[src/rtl/adder_pkg.sv]
// -----------------------------------------------------------------------------
// adder_pkg
// Shared types for the pipelined carry-lookahead adder.
//   op_e     : operation select (add with carry-in / subtract)
//   stage_t  : payload carried by every pipeline stage register: valid bit,
//              carry into the next slice, registered flags, the skewed
//              operands (A and the already-inverted B) and the partial sum
//              accumulated so far.
//   carry_in_sel : carry injected into slice 0 for a given operation.
// Operand fields are sized to ADDER_MAX_WIDTH so a single packed type serves
// every legal WIDTH; bits above WIDTH are held at zero.
// -----------------------------------------------------------------------------
package adder_pkg;

    localparam int ADDER_MAX_WIDTH = 64;

    typedef enum logic {
        OP_ADD = 1'b0,
        OP_SUB = 1'b1
    } op_e;

    typedef struct packed {
        logic                       valid;
        logic                       carry;
        logic                       ovf;
        logic                       zero;
        logic [ADDER_MAX_WIDTH-1:0] a;
        logic [ADDER_MAX_WIDTH-1:0] b;
        logic [ADDER_MAX_WIDTH-1:0] sum;
    } stage_t;

    // Subtraction is A + ~B + 1, so the external carry is ignored there.
    function automatic logic carry_in_sel(input op_e op, input logic carry_i);
        return (op == OP_SUB) ? 1'b1 : carry_i;
    endfunction

endpackage

[src/rtl/cla_slice.sv]
// -----------------------------------------------------------------------------
// cla_slice
// Purely combinational carry-lookahead block for one SLICE-bit segment.
// Every internal carry is formed directly from the group generate/propagate
// of the bits below it and the slice carry-in, rather than rippling.
// Ports:
//   g         : per-bit generate  (a & b)
//   p         : per-bit propagate (a ^ b)
//   carry_in  : carry into bit 0 of the slice
//   sum       : slice sum bits
//   carry_out : carry out of the top bit of the slice
// -----------------------------------------------------------------------------
module cla_slice #(
    parameter int SLICE = 8
) (
    input  logic [SLICE-1:0] g,
    input  logic [SLICE-1:0] p,
    input  logic             carry_in,
    output logic [SLICE-1:0] sum,
    output logic             carry_out
);

    logic [SLICE:0] c;

    assign c[0] = carry_in;

    for (genvar gi = 0; gi < SLICE; gi++) begin : g_bit
        logic grp_g;
        logic grp_p;

        // Group generate/propagate over bits [gi:0]; carry into bit gi+1.
        always_comb begin
            grp_g = 1'b0;
            grp_p = 1'b1;
            for (int j = 0; j <= gi; j++) begin
                grp_g = g[j] | (p[j] & grp_g);
                grp_p = grp_p & p[j];
            end
        end

        assign c[gi+1] = grp_g | (grp_p & carry_in);
    end

    assign sum       = p ^ c[SLICE-1:0];
    assign carry_out = c[SLICE];

endmodule

[src/rtl/pipelined_cla_adder.sv]
// -----------------------------------------------------------------------------
// pipelined_cla_adder
// WIDTH-bit adder/subtractor split into STAGES equal slices. Stage k resolves
// slice k with a cla_slice fed by the carry registered in stage k-1, while the
// untouched upper operand slices and the finished lower sum bits travel with
// the transaction. Latency is STAGES cycles; one operand set accepted per
// cycle while the pipeline can advance.
// Ports:
//   clk_i, rst_ni       : clock, asynchronous active-low reset
//   valid_i / ready_o   : upstream handshake (ready_o = global advance enable)
//   a_i, b_i            : operands
//   sub_i               : 0 -> A + B + carry_i, 1 -> A - B
//   carry_i             : carry-in for add mode
//   valid_o / ready_i   : downstream handshake
//   sum_o               : result
//   carry_o             : carry out of the MSB (1 = no borrow when subtracting)
//   overflow_o          : signed overflow
//   zero_o              : result is zero (only ever set with valid_o)
// -----------------------------------------------------------------------------
module pipelined_cla_adder
    import adder_pkg::*;
#(
    parameter int WIDTH  = 32,
    parameter int STAGES = 4
) (
    input  logic             clk_i,
    input  logic             rst_ni,
    input  logic             valid_i,
    output logic             ready_o,
    input  logic [WIDTH-1:0] a_i,
    input  logic [WIDTH-1:0] b_i,
    input  logic             sub_i,
    input  logic             carry_i,
    output logic             valid_o,
    input  logic             ready_i,
    output logic [WIDTH-1:0] sum_o,
    output logic             carry_o,
    output logic             overflow_o,
    output logic             zero_o
);

    localparam int SLICE = WIDTH / STAGES;
    localparam int LAST  = STAGES - 1;

    if (STAGES < 1 || STAGES > WIDTH || (WIDTH % STAGES) != 0 ||
        WIDTH > ADDER_MAX_WIDTH) begin : g_bad_params
        $error("pipelined_cla_adder: illegal WIDTH=%0d / STAGES=%0d", WIDTH, STAGES);
    end

    // The whole pipeline moves as one: it advances whenever the output slot
    // is empty or being consumed.
    logic en;

    op_e              op;
    logic [WIDTH-1:0] b_eff;
    stage_t           entry;

    assign op    = op_e'(sub_i);
    assign b_eff = (op == OP_SUB) ? ~b_i : b_i;

    always_comb begin
        entry       = '0;
        entry.valid = valid_i;
        entry.carry = carry_in_sel(op, carry_i);
        entry.a     = ADDER_MAX_WIDTH'(a_i);
        entry.b     = ADDER_MAX_WIDTH'(b_eff);
    end

    for (genvar gi = 0; gi < STAGES; gi++) begin : g_stage
        localparam bit IS_LAST = (gi == LAST);

        stage_t           st_in;
        stage_t           st_out;
        stage_t           st_q;
        logic [SLICE-1:0] g;
        logic [SLICE-1:0] p;
        logic [SLICE-1:0] s;
        logic             cout;

        if (gi == 0) begin : g_first
            assign st_in = entry;
        end else begin : g_next
            assign st_in = g_stage[gi-1].st_q;
        end

        assign g = st_in.a[gi*SLICE +: SLICE] & st_in.b[gi*SLICE +: SLICE];
        assign p = st_in.a[gi*SLICE +: SLICE] ^ st_in.b[gi*SLICE +: SLICE];

        cla_slice #(
            .SLICE(SLICE)
        ) u_slice (
            .g         (g),
            .p         (p),
            .carry_in  (st_in.carry),
            .sum       (s),
            .carry_out (cout)
        );

        always_comb begin
            st_out                         = st_in;
            st_out.sum[gi*SLICE +: SLICE]  = s;
            st_out.carry                   = cout;
            // Flags are formed in the last stage so they are registered
            // together with the final sum bits. s[SLICE-1] is sum bit WIDTH-1.
            if (IS_LAST) begin
                st_out.ovf  = (st_in.a[WIDTH-1] == st_in.b[WIDTH-1]) &&
                              (s[SLICE-1] != st_in.a[WIDTH-1]);
                st_out.zero = st_in.valid && (st_out.sum[WIDTH-1:0] == '0);
            end
        end

        always_ff @(posedge clk_i or negedge rst_ni) begin
            if (!rst_ni) begin
                st_q <= '0;
            end else if (en) begin
                st_q <= st_out;
            end
        end
    end

    assign valid_o    = g_stage[LAST].st_q.valid;
    assign sum_o      = g_stage[LAST].st_q.sum[WIDTH-1:0];
    assign carry_o    = g_stage[LAST].st_q.carry;
    assign overflow_o = g_stage[LAST].st_q.ovf;
    assign zero_o     = g_stage[LAST].st_q.zero;

    assign en      = ready_i | ~valid_o;
    assign ready_o = en;

    // Operand copies and padding bits in the final register have no consumer;
    // they are collected here so they do not read as dangling logic.
    logic unused_final;
    assign unused_final = ^{g_stage[LAST].st_q.a, g_stage[LAST].st_q.b,
                            g_stage[LAST].st_q.sum};

endmodule

[config.mk]
export PLATFORM = sky130hd
export DESIGN_NAME = pipelined_cla_adder
export DESIGN_NICKNAME = d
export VERILOG_FILES = /design/src/rtl/adder_pkg.sv /design/src/rtl/cla_slice.sv /design/src/rtl/pipelined_cla_adder.sv
export SDC_FILE = /design/constraint.sdc
export NUM_CORES = 1
export LEC_CHECK = 0
export CELL_PAD_IN_SITES_DETAIL_PLACEMENT = 2
export CELL_PAD_IN_SITES_GLOBAL_PLACEMENT = 2
export CORE_ASPECT_RATIO = 1.5
export CORE_MARGIN = 5
export CORE_UTILIZATION = 34
export DETAILED_ROUTE_END_ITERATION = 16
export PLACE_DENSITY_LB_ADDON = 0.1
export SLEW_MARGIN = 5
export SYNTH_ARGS = -nofsm -noshare
export SYNTH_HDL_FRONTEND = slang
export SYNTH_SLANG_ARGS = --single-unit
[constraint.sdc]
create_clock -name clk_i -period 2.6 [get_ports clk_i]
set_input_delay 0.52 -clock clk_i [delete_from_list [all_inputs] [get_ports clk_i]]
set_output_delay 0.52 -clock clk_i [all_outputs]
set_load 0.01 [all_outputs]
==> out/results.ini <==
[routing]
drt-initial-drc-count=203
via_per_inst=4.84
ant_nets=0
routed_wl_um=22100
wirelength_met1_um=9340
wire_per_inst_um=16.3
first_pass_iters=4
drc=0
via_count=6572
route.met2.wl_um=11900
dr_wl_met3_um=570
dr.max_layer_used=met4

[finish]
syn_to_final_growth_pct=24.4
multi_input_area_mm2=0.00362
fin_nets=1127
fill_cells=2690
ff_latch_area_mm2=0.00465
drive_above_1_share_pct=5.80
final_core_util_pct=43.0
antennaDiodeCount=0

[worst_setup_path]
worstReg2RegStart=g_stage[2].st_q[88]
crit_end=ready_o
crit_slowest_cell=clkdlybuf4s50_1
worstPathCellList=clkdlybuf4s50_1, nor2b_4, inv_4, clkdlybuf4s50_1
critPathLaunch=ready_i
cpMostUsedCell=clkdlybuf4s50_1
startpoint_type=input pin
worstSetupEndpointType=output pin
cp_max_fo=4
r2r_cells=6
crit_arrival_ns=1.74
reg2reg_slack_ns=0.35
r2r-end=zero_o
required_ns=2.08
slowest_delay_ns=0.57
crit_type=in -> out

[logic_synthesis]
synth_nets=1033
synth_top_area_share_pct=54.9
synth_area_mm2=0.00849
avgSynthCellArea_um2=9.15
yosysUniqueCellTypes=43
synth_top_area_cell=dfrtp_1
netlist_instances=927
synth_seq_cells=186
synth_area_leaders=dfrtp_1 55%, nand2_1 19%, ha_1 4.7%, xnor2_1 3.3%, o21ai_0 2.0%
yosysWarningCount=0
yosysSeqAreaShare_pct=54.9

[clock_tree]
ctsHoldBuffers=0
cts_tree=done
cts_setup_buffers=0
cts-root-buf=clkbuf_16
numCtsBuffers=17
clock-sinks=186
clock_latency_ns=0.44
cts.path.max_buffers=2
cts.clk_slew.worst_paths_ns=0.07
cts_resized=0
htreeDepth=4

[global_routing]
grt_start_max_net_pins=207
grt-ovfl-total=0
grt.total_usage_pct=16.4
grt_pass1_wl_um=37400
grt_pass1_vias=7305
antenna_found_initial=0

[floorplan]
core-area_mm2=0.0245
die_h_um=203
die_area_mm2=0.0283
die_w_um=139
start_util_pct=34.6
num_rows=70
ios=107

[place]
dp_slack_ns=-0.0264
place_hpwl_um=15200
place.gp.congestion=0.761
placement.io_buffers=106

[power_and_ir_drop]
sw_frac_of_total_pct=37.7
power_frac_clock_pct=21.2
power_density_mw_per_mm2=1230
p_switching_mw=4.89
p_comb_share_pct=40.2
p_seq_share_pct=38.6
ir_worst_vdd_uv=1240
leakagePower_nw=5.03
internal-power_mw=8.07

[timing]
rsz0062_at_grt=false
fin_worst_skew_ns=0.00694
finalSetupViolCount=0
final.period_utilization_pct=86.8
slew_headroom_pct=36.5
worstMarginPinSlew_ns=0.953
drv_slew=0
hold_viol=0
fmax_mhz=443
tns_ns=0
finalCriticalPeriod_ns=2.26
setup_slack_ns=0.343
hold-worst-slack_ns=0.0623

[outcome]
status=completed

[job]
maxCapViolations=0

[hold_path]
hold_path_class=in -> async

state kept, by name, indices dropped and copies added (netlist names):
| signal | flops |
|---|---|
| sum_o | 32 |
| zero_o | 1 |
| overflow_o | 1 |
| g_stage.st_q | 150 |
| valid_o | 1 |
| carry_o | 1 |
synthesized netlist by cell type:
library cell / instances
nor2b_1: 1
nor2_1: 21
o21a_1: 7
dfrtp_1: 186
a2111oi_4: 1
a31oi_1: 2
inv_1: 9
or2_2: 1
buf_2: 13
or3_1: 3
nand2b_1: 2
nand3_1: 6
a2111oi_2: 2
a211oi_1: 4
mux2_2: 2
a211o_1: 2
o21ai_1: 2
nor4_1: 5
o31ai_2: 2
o211ai_1: 4
xnor2_1: 32
o21ai_0: 34
a21oi_1: 25
nor3_1: 12
buf_1: 1
o31a_1: 1
xor2_1: 15
nand2_1: 426
nor3b_1: 3
o31ai_1: 13
o2111ai_1: 1
a311oi_1: 2
ha_1: 32
and3_1: 3
a221o_1: 1
o211a_1: 1
nand4_1: 3
clkbuf_1: 31
nor4b_1: 1
a2111oi_1: 1
fa_1: 4
o41ai_2: 2
a21o_1: 8
kinds of logic (layout without fill, tap and decap cells):
logic type	after synthesis	in the layout	synth area share [%]
AO/OA/AOI/OAI	115	115	9.26
adder cells (fa/ha/maj)	36	36	5.66
XOR/XNOR	47	47	4.85
buffers and inverters	54	161	2.58
flip-flops	186	186	54.9
AND/OR/NAND/NOR	487	487	22.5
multiplexers	2	2	0.265
through the flow:
step	instances	total power [mW]	area [µm²]
2_1_floorplan	927	8.34	8490
3_5_place_dp	1326	10.4	9930
3_3_place_gp	1326	10.1	9930
6_report	1358	13.0	10600
4_1_cts	1358	13.2	10600
5_1_grt	1358	14.1	10600
critical path: cells and delay by family:
kind	cells	cell delay (ns)
AND/OR/NAND/NOR	1	0.07
buffers and inverters	3	1.14
routing by layer:
layer / global-route usage, % / vias to the layer above
met2: 30.1 / 76
met4: 4.41 / 0
met5: 0 / -
li1: - / 3201
met1: 19.7 / 3278
met3: 3.03 / 17
cells in the final DEF (no fill, tap or decap), drive strengths merged, types with 2 or more instances in the layout:
master	n
a2111oi	4
a211o	2
a211oi	4
a21o	8
a21oi	25
a311oi	2
a31oi	2
and3	3
buf	15
bufinv	3
clkbuf	22
clkdlybuf4s50	104
clkinv	7
dfrtp	186
fa	4
ha	32
inv	10
mux2	2
nand2	426
nand2b	2
nand3	6
nand4	3
nor2	21
nor3	12
nor3b	3
nor4	5
o211ai	4
o21a	7
o21ai	36
o31ai	15
o41ai	2
or3	3
xnor2	32
xor2	15
how the worst min path moves through the flow:
stage / endpoint / slack, ns / cells after the start
6_report: sum_o[8] / 0.06 / 1
5_1_grt: sum_o[8] / 0.09 / 1
4_1_cts: sum_o[8] / 0.06 / 1
3_5_place_dp: g_stage[1].st_q[152] / 0.46 / 2
3_3_place_gp: sum_o[10] / 0.45 / 2
2_1_floorplan: carry_o / 0.22 / 0
area by class of cell:
cell class,count,area share [%]
sequential,186,44.1
clock buffer,21,4.55
inverter,9,0.344
clock inverter,11,1.34
tap,324,3.84
multi-input combinational,687,34.3
timing repair buffer,120,11.5
power by group through the flow:
| stage | clock network (mW) | registers [mW] | logic (mW) |
|---|---|---|---|
| floorplan | 0 | 4.93 | 3.41 |
| global placement | 0 | 5.01 | 5.09 |
| detailed placement | 0 | 5.07 | 5.29 |
| CTS | 2.85 | 5.04 | 5.36 |
| global route | 2.96 | 5.18 | 5.92 |
| finish | 2.75 | 5.00 | 5.21 |
Note: power is estimated with default switching activity, not from simulation.
